<file path="src/rtl/serial_adder_pkg.sv">
// serial_adder_pkg: shared types and constants for the bit-serial adder.
//   state_t       - controller FSM encoding (IDLE / RUN / DONE)
//   WIDTH_DEFAULT - default operand/result width
package serial_adder_pkg;

    localparam int unsigned WIDTH_DEFAULT = 8;

    typedef enum logic [1:0] {
        IDLE,
        RUN,
        DONE
    } state_t;

endpackage

</file>
<file path="src/rtl/serial_adder_ctrl_if.sv">
// serial_adder_ctrl_if: request/result bundle of the bit-serial adder.
//   start, sub, a, b, carry_in         - request side (driven by master)
//   busy, done, sum, carry_out, overflow - status/result side (driven by slave)
interface serial_adder_ctrl_if
    import serial_adder_pkg::*;
#(
    parameter int unsigned WIDTH = WIDTH_DEFAULT
);

    logic             start;
    logic             sub;
    logic [WIDTH-1:0] a;
    logic [WIDTH-1:0] b;
    logic             carry_in;
    logic             busy;
    logic             done;
    logic [WIDTH-1:0] sum;
    logic             carry_out;
    logic             overflow;

    modport master (
        output start, sub, a, b, carry_in,
        input  busy, done, sum, carry_out, overflow
    );

    modport slave (
        input  start, sub, a, b, carry_in,
        output busy, done, sum, carry_out, overflow
    );

endinterface

</file>
<file path="src/rtl/serial_adder_ctrl_fa_bit_cell.sv">
// fa_bit_cell: combinational 1-bit full adder.
//   a, b, cin - addend bits and carry in
//   s, cout   - sum bit and carry out
module fa_bit_cell (
    input  logic a,
    input  logic b,
    input  logic cin,
    output logic s,
    output logic cout
);

    assign s    = a ^ b ^ cin;
    assign cout = (a & b) | (cin & (a ^ b));

endmodule

</file>
<file path="src/rtl/serial_adder_ctrl.sv">
// serial_adder_ctrl: bit-serial add/subtract, LSB first, one bit per clock
// through a single full-adder cell.
//   clk   - clock, rising edge
//   rst_n - synchronous active-low reset
//   bus   - slave side of serial_adder_ctrl_if (start/sub/a/b/carry_in in,
//           busy/done/sum/carry_out/overflow out)
module serial_adder_ctrl
    import serial_adder_pkg::*;
#(
    parameter int unsigned WIDTH = WIDTH_DEFAULT
) (
    input  logic                clk,
    input  logic                rst_n,
    serial_adder_ctrl_if.slave  bus
);

    localparam int unsigned    CW   = (WIDTH > 1) ? $clog2(WIDTH) : 1;
    localparam logic [CW-1:0]  LAST = CW'(WIDTH - 1);

    state_t           state;
    state_t           state_next;
    logic [WIDTH-1:0] a_sr;
    logic [WIDTH-1:0] b_sr;
    logic [WIDTH-1:0] res_next;
    logic [WIDTH-1:0] sum_q;
    logic [CW-1:0]    cnt;
    logic             carry_q;
    logic             cout_q;
    logic             ovf_q;
    logic             fa_s;
    logic             fa_cout;
    logic             last_bit;
    logic             accept;

    fa_bit_cell u_fa (
        .a    (a_sr[0]),
        .b    (b_sr[0]),
        .cin  (carry_q),
        .s    (fa_s),
        .cout (fa_cout)
    );

    assign last_bit = (cnt == LAST);
    assign accept   = (state == IDLE) && bus.start;

    always_ff @(posedge clk) begin
        if (!rst_n) begin
            state <= IDLE;
        end else begin
            state <= state_next;
        end
    end

    always_comb begin
        state_next = state;
        case (state)
            IDLE:    if (bus.start) state_next = RUN;
            RUN:     if (last_bit)  state_next = DONE;
            DONE:    state_next = IDLE;
            default: state_next = IDLE;
        endcase
    end

    // Only the WIDTH-1 bits already produced need storage; the final bit is
    // merged combinationally so the complete result can be latched on the
    // same edge that leaves RUN.
    if (WIDTH == 1) begin : g_res_w1
        assign res_next = fa_s;
    end else begin : g_res_wn
        logic [WIDTH-2:0] res_hi;

        always_ff @(posedge clk) begin
            if (!rst_n || accept) begin
                res_hi <= '0;
            end else if (state == RUN) begin
                res_hi <= res_next[WIDTH-1:1];
            end
        end

        assign res_next = {fa_s, res_hi};
    end

    always_ff @(posedge clk) begin
        if (!rst_n) begin
            a_sr    <= '0;
            b_sr    <= '0;
            cnt     <= '0;
            carry_q <= 1'b0;
            sum_q   <= '0;
            cout_q  <= 1'b0;
            ovf_q   <= 1'b0;
        end else if (accept) begin
            a_sr    <= bus.a;
            // Subtraction as a + ~b + 1: invert b and force the carry seed.
            b_sr    <= bus.sub ? ~bus.b : bus.b;
            carry_q <= bus.sub ? 1'b1 : bus.carry_in;
            cnt     <= '0;
        end else if (state == RUN) begin
            a_sr    <= a_sr >> 1;
            b_sr    <= b_sr >> 1;
            carry_q <= fa_cout;
            if (last_bit) begin
                sum_q  <= res_next;
                cout_q <= fa_cout;
                // carry_q is the carry into the MSB on the final bit.
                ovf_q  <= carry_q ^ fa_cout;
            end else begin
                cnt <= cnt + CW'(1);
            end
        end
    end

    assign bus.busy      = (state == RUN);
    assign bus.done      = (state == DONE);
    assign bus.sum       = sum_q;
    assign bus.carry_out = cout_q;
    assign bus.overflow  = ovf_q;

endmodule

</file>
<file path="src/flat_wrapper.sv">
// flat-port wrapper written by rule: the top's interface ports become plain ports
module serial_adder_ctrl_flat import serial_adder_pkg::*;
#(
    parameter int unsigned WIDTH = WIDTH_DEFAULT
)
  (clk, rst_n, bus_start, bus_sub, bus_a, bus_b, bus_carry_in, bus_busy, bus_done, bus_sum, bus_carry_out, bus_overflow);
  serial_adder_ctrl_if #(.WIDTH(WIDTH)) bus_i ();
  input  logic clk;
  input  logic rst_n;
  input wire logic [$bits(bus_i.start)-1:0] bus_start;
  input wire logic [$bits(bus_i.sub)-1:0] bus_sub;
  input wire logic [$bits(bus_i.a)-1:0] bus_a;
  input wire logic [$bits(bus_i.b)-1:0] bus_b;
  input wire logic [$bits(bus_i.carry_in)-1:0] bus_carry_in;
  output wire logic [$bits(bus_i.busy)-1:0] bus_busy;
  output wire logic [$bits(bus_i.done)-1:0] bus_done;
  output wire logic [$bits(bus_i.sum)-1:0] bus_sum;
  output wire logic [$bits(bus_i.carry_out)-1:0] bus_carry_out;
  output wire logic [$bits(bus_i.overflow)-1:0] bus_overflow;
  assign bus_i.start = bus_start;
  assign bus_i.sub = bus_sub;
  assign bus_i.a = bus_a;
  assign bus_i.b = bus_b;
  assign bus_i.carry_in = bus_carry_in;
  assign bus_busy = bus_i.busy;
  assign bus_done = bus_i.done;
  assign bus_sum = bus_i.sum;
  assign bus_carry_out = bus_i.carry_out;
  assign bus_overflow = bus_i.overflow;
  serial_adder_ctrl #(.WIDTH(WIDTH)) u_core (.clk(clk), .rst_n(rst_n), .bus(bus_i));
endmodule
</file>
<file path="config.mk">
export PLATFORM = sky130hd
export DESIGN_NAME = serial_adder_ctrl_flat
export DESIGN_NICKNAME = d
export VERILOG_FILES = /design/src/rtl/serial_adder_pkg.sv /design/src/rtl/serial_adder_ctrl_if.sv /design/src/rtl/serial_adder_ctrl_fa_bit_cell.sv /design/src/rtl/serial_adder_ctrl.sv /design/src/flat_wrapper.sv
export SDC_FILE = /design/constraint.sdc
export NUM_CORES = 1
export LEC_CHECK = 0
export ABC_AREA = 1
export CORE_MARGIN = 1
export CORE_UTILIZATION = 43
export CTS_CLUSTER_DIAMETER = 150
export CTS_CLUSTER_SIZE = 14
export DETAILED_ROUTE_END_ITERATION = 12
export PLACE_DENSITY = 0.73
export SKIP_CTS_REPAIR_TIMING = 1
export SLEW_MARGIN = 20
export SYNTH_ARGS = -nofsm -noshare
export SYNTH_HDL_FRONTEND = slang
export SYNTH_SLANG_ARGS = --single-unit
export TNS_END_PERCENT = 1
</file>
<file path="constraint.sdc">
create_clock -name clk -period 1.63 [get_ports clk]
set_clock_uncertainty 0.1 [all_clocks]
set_input_delay 0.489 -clock clk [delete_from_list [all_inputs] [get_ports clk]]
set_output_delay 0.489 -clock clk [all_outputs]
set_load 0.02 [all_outputs]
</file>
# Yosys cells after proc, flatten, opt, wreduce, memory -nomap -nowiden
# Cells that the tools add are included.
# word_totals
register_bits	39
in_bits	21
output_inout_bits	12
elab_cells	45
# op_classes
addsub	1
n_eq_ne	5
n_mux	11
bitwise_logic	10
n_reduce_logical	9
# ops
operator	count
8-bit two-way mux	5
8-bit inverter	1
2-bit two-way mux	2
2-bit case mux with 2 select lines	1
2-bit AND reduction	2
3-bit by 1-bit adder with 3-bit output, second input constant	1
3-bit equality test, second input constant	1
1-bit two-way mux	3
1-bit inverter	3
3-bit AND reduction	1
1-bit XOR	3
1-bit AND	2
2-bit by 1-bit equality test with 1-bit output, second input constant	1
2-bit equality test, second input constant	1
2-bit zero test	1
2-bit by 1-bit inequality test with 1-bit output, second input constant	1
2-bit inequality test, second input constant	1
2-bit nonzero test	1
2-bit OR reduction	1
1-bit logical AND	1
1-bit zero test	1
1-bit logical OR	1
1-bit OR	1

# Depth between registers and ports, before layout
# Gate-level depths: netlist (run 1).
# logic_depth
word_depth	5
mapped_depth	8
mapped_depth_nobuf	8

# Hierarchy
# From an unflattened synthesis (run 1), not the netlist that was laid out.
# unflattened
cells_unflattened	264
hier_area_um2	1790.5
# by_module_without_submodules
module	instances	cells_per_inst	area_per_inst_um2	seq_area_each_um2
serial_adder_ctrl	1	263	1770.4	780.7
fa_bit_cell	1	1	20.0	0.0

# Worst setup path before layout (run 1)
# Ideal clock, no wire load.
# synth_timing
kind	register to output
start	register u_core.state[1]
end	output port bus_done
arrival_ns	0.891
required_ns	1.041
path_slack_ns	0.150
stages_incl_launch_ff	3
n_path_buf	0
cell_sequence	dfxtp_1 -> inv_4 -> nor2_1
# synth_via
elab_chain_cells	1
# synth_rtl
element	line	rtl
from (decl)	serial_adder_ctrl.sv:20	state_t state;
from (signal assigned)	serial_adder_ctrl.sv:50	state <= state_next;
2-bit equality test	serial_adder_ctrl.sv:114	assign bus.done = (state == DONE);
to (decl)	flat_wrapper.sv:16	output wire logic [$bits(bus_i.done)-1:0] bus_done;
# No other way between the ends.

# Worst setup path after layout (run 1)
# Same ends and word-level chain as after synthesis.

==> impl_metrics.py, run 1 <==
metrics = {
    "floorplanning": {
        "die_area_um2": 4600,
        "die_w_um": 67.8,
        "core_area_um2": 4090,
        "die_y_um": 67.8,
        "initial_core_util_pct": 45.6,
        "placementRows": 23,
        "ios": 33,
    },
    "worst_hold_path": {
        "hp-class": "reg2reg",
        "hold_start": "u_core.bus.overflow",
        "whs_endpoint": "u_core.bus.overflow",
        "min_path_cells": 2,
    },
    "timing": {
        "drv_slew": 0,
        "tightest_slew_ps": 228,
        "hold_violations": 0,
        "finalCriticalPeriod_ps": 1590,
        "whs_ps": 360,
        "setup_slack_ps": 37.5,
        "maxSlewHeadroom_pct": 84.8,
        "fin_crit_sh_pct": 97.7,
        "grt_setup_unrepaired": "no",
        "clock.fmax_mhz": 628,
        "setup_viol": 0,
    },
    "setup_path": {
        "path_delay_family": "flip-flops",
        "cp.required_ps": 1040,
        "path_buf_inv": 2,
        "worstPathMaxFanout": 3,
        "r2r-end": "u_core.bus.sum[5]",
        "start_kind": "flop",
        "setup.worst_path.start": "u_core.state[1]",
        "r2r_cells": 9,
        "worst_setup_path_end_kind": "output port",
        "rrSetupSlack_ps": 230,
        "worst_path_max_delay_cell": "dfxtp_2",
        "path_cells": "inv_4 -> nor2_1 -> buf_2",
        "crit_arrival_ps": 1000,
        "timing.rr.start": "u_core.state[0]",
        "critPathMaxStageDelay_ps": 390,
        "worstSetupPathType": "reg2out",
    },
    "clocking": {
        "clock_path_buffers": 2,
        "clk_pin_slew_ps": 80,
        "cts_htree_levels": 2,
        "worst_skew_pair.late_latency_ps": 290,
        "root_buffer": "clkbuf_8",
        "cts_inserted_buffers": 5,
        "cts.sinks": 39,
        "tritoncts": "done",
    },
    "final_layout": {
        "layout.nets": 329,
        "fin_area_um2": 2440,
        "area_growth_pct": 30.9,
        "antenna_cells": 0,
        "layout-drive-gt1-share_pct": 17.3,
    },
    "global_routing": {
        "grt_usage_pct": 18.2,
        "grt_overflow_total": 0,
        "grt_pass1_wl_mm": 6.18,
        "grt_max_degree": 18,
        "antenna_found_initial": 0,
        "grt_pass1_vias": 1462,
    },
    "synthesis": {
        "yosysMostFrequentCell": "nand2_1",
        "yosysWarnings": 0,
        "syn_nets": 284,
        "synth_top_area_cell": "dfxtp_1",
        "async_reset_ff_share_pct": 0,
        "ys.flop_type": "dfxtp_1",
        "ys_types": 22,
        "ys_ff_latch": 39,
        "synthCells": 260,
        "synthTopCellsByArea": "dfxtp_1, nand2_1, nand3_1, inv_1, a21oi_2",
        "synth_top_area_share_pct": 41.9,
        "synth_edf_count": 0,
        "synth_area_um2": 1860,
        "avgSynthCellArea_um2": 7.17,
        "ys_seq_area_share_pct": 41.9,
        "synthTopCellsByCount": "nand2_1, dfxtp_1, nand3_1",
    },
    "route": {
        "firstDrtPassIters": 4,
        "routed_wl_mm": 3.84,
        "first_iter_violations": 56,
        "vias": 1664,
        "vias_per_cell": 4.67,
        "antenna_left": 0,
        "wl_per_cell_um": 10.8,
        "drc": 0,
    },
    "job": {
        "cap_violations": 0,
    },
    "power_and_ir_drop": {
        "power.density_nw_per_um2": 822,
        "leakage_nw": 1.31,
        "ir_drop_mv": 0.550,
    },
    "placed_design": {
        "dpl-instance-area_um2": 2320,
        "port_buffers": 32,
        "hpwlAfterDp_mm": 2.78,
        "gp_congestion": 0.722,
        "dp_slack_ps": -180,
    },
    "status": {
        "status": "finished, final reports clean",
    },
}
-- routing by layer --
layer / wire length, µm / track usage (%)
met4: 29 / 6.77
met5: 0 / 0
met1: 1850 / 22.9
met3: 166 / 5.67
met2: 1790 / 29.2
-- worst min-delay path, stage by stage, from the launching register on --
cell and delay (ps):
dfxtp_1 310, nand2_1 60, a21oi_1 50
-- where the power goes --
part	switching, mW	internal, mW	leakage (nW)	total [mW]
clock network	0.335	0.345	0.0474	0.680
logic	0.165	0.146	0.943	0.311
registers	0.0245	0.988	0.319	1.01
-- through the flow --
stage / utilization (%) / instances / power (mW) / setup TNS [ps]
after floorplan: - / 260 / 1.22 / 0
after global placement: 56.7 / 348 / 1.34 / -3460
after detailed placement: 56.7 / 348 / 1.35 / -3210
after CTS: 59.1 / 356 / 2.03 / -2930
after global routing: 59.7 / 356 / 2.12 / 0
final: 59.7 / 356 / 2.00 / 0
-- cell usage in the layout (no fill, tap or decap), types with 2 or more instances in the layout --
master	instances
nand2_1	115
dfxtp_1	37
nand3_1	24
inv_1	22
clkdlybuf4s50_1	20
buf_4	14
a21oi_1	13
dlymetal6s2s_1	10
a21oi_2	9
nand2_2	8
nand3b_1	6
clkbuf_8	6
nor2_4	2
nor2_2	2
inv_2	2
xor2_1	2
ha_1	2
buf_12	2
-- worst max-delay path by stage --
stage	slack [ps]	cells after the start	endpoint
2_1_floorplan	150	2	bus_done
3_3_place_gp	-180	3	bus_busy
3_5_place_dp	-180	3	bus_busy
4_1_cts	-500	3	bus_busy
5_1_grt	6	3	bus_done
6_report	40	3	bus_done
-- cell type report --
cell class              instances  area (µm²)
inverters                      25        96.3
fillers                       396        1650
multi-input cells             187         920
well taps                      50        62.6
clock buffers                   6        82.6
flip-flops and latches         39         786
clock inverters                 2        16.3
repair buffers                 47         475
-- sequential cells by signal (all words and copies together) (netlist names), 2 cells and up --
signal	count
u_core.a_sr	8
u_core.b_sr	8
u_core.bus.sum	8
u_core.cnt	3
u_core.g_res_wn.res_hi	7
u_core.state	2
-- cells by family (layout without fill, tap and decap cells) --
logic type / Yosys count / in the layout / synth area share [%]
AO/OA/AOI/OAI: 23 / 23 / 8.60
XOR/XNOR: 2 / 2 / 0.940
adder cells (fa/ha/maj): 3 / 3 / 2.42
buffers and inverters: 34 / 80 / 8.73
flip-flops: 39 / 39 / 41.9
AND/OR/NAND/NOR: 159 / 159 / 37.4
Note: power is estimated with default switching activity, not from simulation.
==> inputs of run 2 (changes only) <==
--- a/config.mk
+++ b/config.mk
@@ -11,10 +11,12 @@
 export CTS_CLUSTER_DIAMETER = 150
 export CTS_CLUSTER_SIZE = 14
 export DETAILED_ROUTE_END_ITERATION = 12
+export HOLD_SLACK_MARGIN = 0.15
 export PLACE_DENSITY = 0.73
+export SETUP_SLACK_MARGIN = 0.05
 export SKIP_CTS_REPAIR_TIMING = 1
 export SLEW_MARGIN = 20
 export SYNTH_ARGS = -nofsm -noshare
 export SYNTH_HDL_FRONTEND = slang
 export SYNTH_SLANG_ARGS = --single-unit
-export TNS_END_PERCENT = 1
+export TNS_END_PERCENT = 5
==> impl_metrics.py, run 2 (same netlist as run 1, synthesis figures left out) <==
metrics = {
    "job": {
        "cap_violations": 0,
    },
    "timing": {
        "fin_crit_sh_pct": 96.1,
        "whs_ps": 360,
        "setup_slack_ps": 62.9,
        "setup_viol": 0,
        "tightest_slew_ps": 228,
        "maxSlewHeadroom_pct": 84.8,
        "grt_setup_unrepaired": "yes",
        "clock.fmax_mhz": 638,
        "drv_slew": 0,
        "finalCriticalPeriod_ps": 1570,
        "hold_violations": 0,
    },
    "setup_path": {
        "path_buf_inv": 2,
        "path_delay_family": "flip-flops",
        "critPathMaxStageDelay_ps": 380,
        "worst_path_max_delay_cell": "dfxtp_4",
        "worstPathMaxFanout": 3,
        "cp.required_ps": 1040,
        "setup.worst_path.start": "u_core.state[1]",
        "timing.rr.start": "u_core.state[0]",
        "start_kind": "flop",
        "path_cells": "inv_4 -> nor2_1 -> buf_4",
        "worstSetupPathType": "reg2out",
        "worst_setup_path_end_kind": "output port",
        "crit_arrival_ps": 980,
    },
    "global_routing": {
        "grt_max_degree": 18,
        "use_met3_pct": 5.67,
        "grt_overflow_total": 0,
        "grt_pass1_vias": 1462,
        "busiest_layer": "met2",
        "grt_usage_pct": 18.2,
        "antenna_found_initial": 0,
        "met2_usage_pct": 29.2,
        "grt_pass1_wl_mm": 6.18,
        "grtUsageMet1_pct": 22.9,
    },
    "clocking": {
        "cts_htree_levels": 2,
        "clk_pin_slew_ps": 80,
        "root_buffer": "clkbuf_8",
        "cts.sinks": 39,
        "worst_skew_pair.late_latency_ps": 290,
        "clock_path_buffers": 2,
        "tritoncts": "done",
        "cts_inserted_buffers": 5,
    },
    "floorplanning": {
        "initial_core_util_pct": 45.6,
        "core_area_um2": 4090,
        "ios": 33,
        "die_w_um": 67.8,
        "die_y_um": 67.8,
        "die_area_um2": 4600,
        "placementRows": 23,
    },
    "placed_design": {
        "dp_slack_ps": -180,
        "port_buffers": 32,
        "hpwlAfterDp_mm": 2.78,
        "gp_congestion": 0.722,
    },
    "final_layout": {
        "nFillCells": 392,
        "seq_area_um2": 788,
        "antenna_cells": 0,
        "final_common_cell": "nand2_1",
        "layout.nets": 329,
        "final_cell_mix": "nand2_1, dfxtp_1, nand3_1",
        "layout-drive-gt1-share_pct": 17.3,
        "multi_input_area_um2": 920,
        "area_growth_pct": 31.4,
    },
    "route": {
        "vias": 1667,
        "antenna_left": 0,
        "vias_per_cell": 4.68,
        "routed_wl_mm": 3.86,
        "first_iter_violations": 59,
        "wl_per_cell_um": 10.8,
        "firstDrtPassIters": 4,
        "drc": 0,
    },
    "power_and_ir_drop": {
        "p_int_mw": 1.48,
        "p_switching_uw": 525,
        "power.density_nw_per_um2": 819,
        "combPwrFrac_pct": 15.6,
        "clkPwrFrac_pct": 33.9,
        "leakage_nw": 1.31,
        "power.share.sequential_pct": 50.4,
        "switching_share_pct": 26.2,
        "ir_drop_mv": 0.553,
    },
    "status": {
        "status": "finished, final reports clean",
    },
    "worst_hold_path": {
        "hp-class": "reg2reg",
        "hold_start": "u_core.bus.overflow",
    },
}
==> run 2: cell counts in the layout (fill, tap and decap cells not counted) <==
No cell type changed its count.
==> run 2: layout make-up <==
class,instances,share of cell area [%]
sequential,39,32.2
clock buffer,6,3.37
tap,50,2.56
inverter,25,3.94
timing repair buffer,47,19.7
clock inverter,2,0.665
multi-input combinational,187,37.6
==> run 2: worst register-to-register path, cell delays in order, from the launching register on <==
cell and delay [ps]:
dfxtp_4 370, inv_1 70, nor2_4 120, buf_4 240
nand2_2 80, inv_2 70, nand2_1 60, inv_2 150
nand2_1 80, nand2_1 60
==> run 2: power groups by stage <==
stage	sequential [mW]	clock [mW]	combinational (mW)
after floorplan	1.03	0	0.196
after CTS	1.01	0.703	0.315
after global placement	1.03	0	0.308
after detailed placement	1.03	0	0.313
final	1.01	0.680	0.313
after global routing	1.02	0.755	0.348
==> run 2: path summary, 6_finish.rpt <==
path / end / slack, ps / cells past startpoint
setup / recovery: bus_done / 60 / 3
hold / removal: u_core.bus.overflow / 360 / 2
setup reg to reg: u_core.bus.sum[7] / 200 / 9
hold reg to reg: u_core.bus.overflow / 360 / 2
==> run 2: layer usage <==
layer / part of all wire [%] / up-vias / wire length [µm]
met4: 0.75 / 0 / 29
li1: - / 897 / -
met1: 48 / 735 / 1830
met5: 0 / - / 0
met2: 47 / 33 / 1810
met3: 4.9 / 2 / 188
==> run 2: metrics by stage <==
| stage | TNS [ps] | cells | power (mW) | instance area [µm²] | utilization [%] |
|---|---|---|---|---|---|
| floorplan | 0 | 260 | 1.22 | 1860 | - |
| global placement | -3460 | 348 | 1.34 | 2320 | 56.7 |
| detailed placement | -3210 | 348 | 1.35 | 2320 | 56.7 |
| CTS | -2930 | 356 | 2.03 | 2420 | 59.1 |
| global route | 0 | 356 | 2.12 | 2450 | 59.9 |
| finish | 0 | 356 | 2.00 | 2450 | 59.9 |
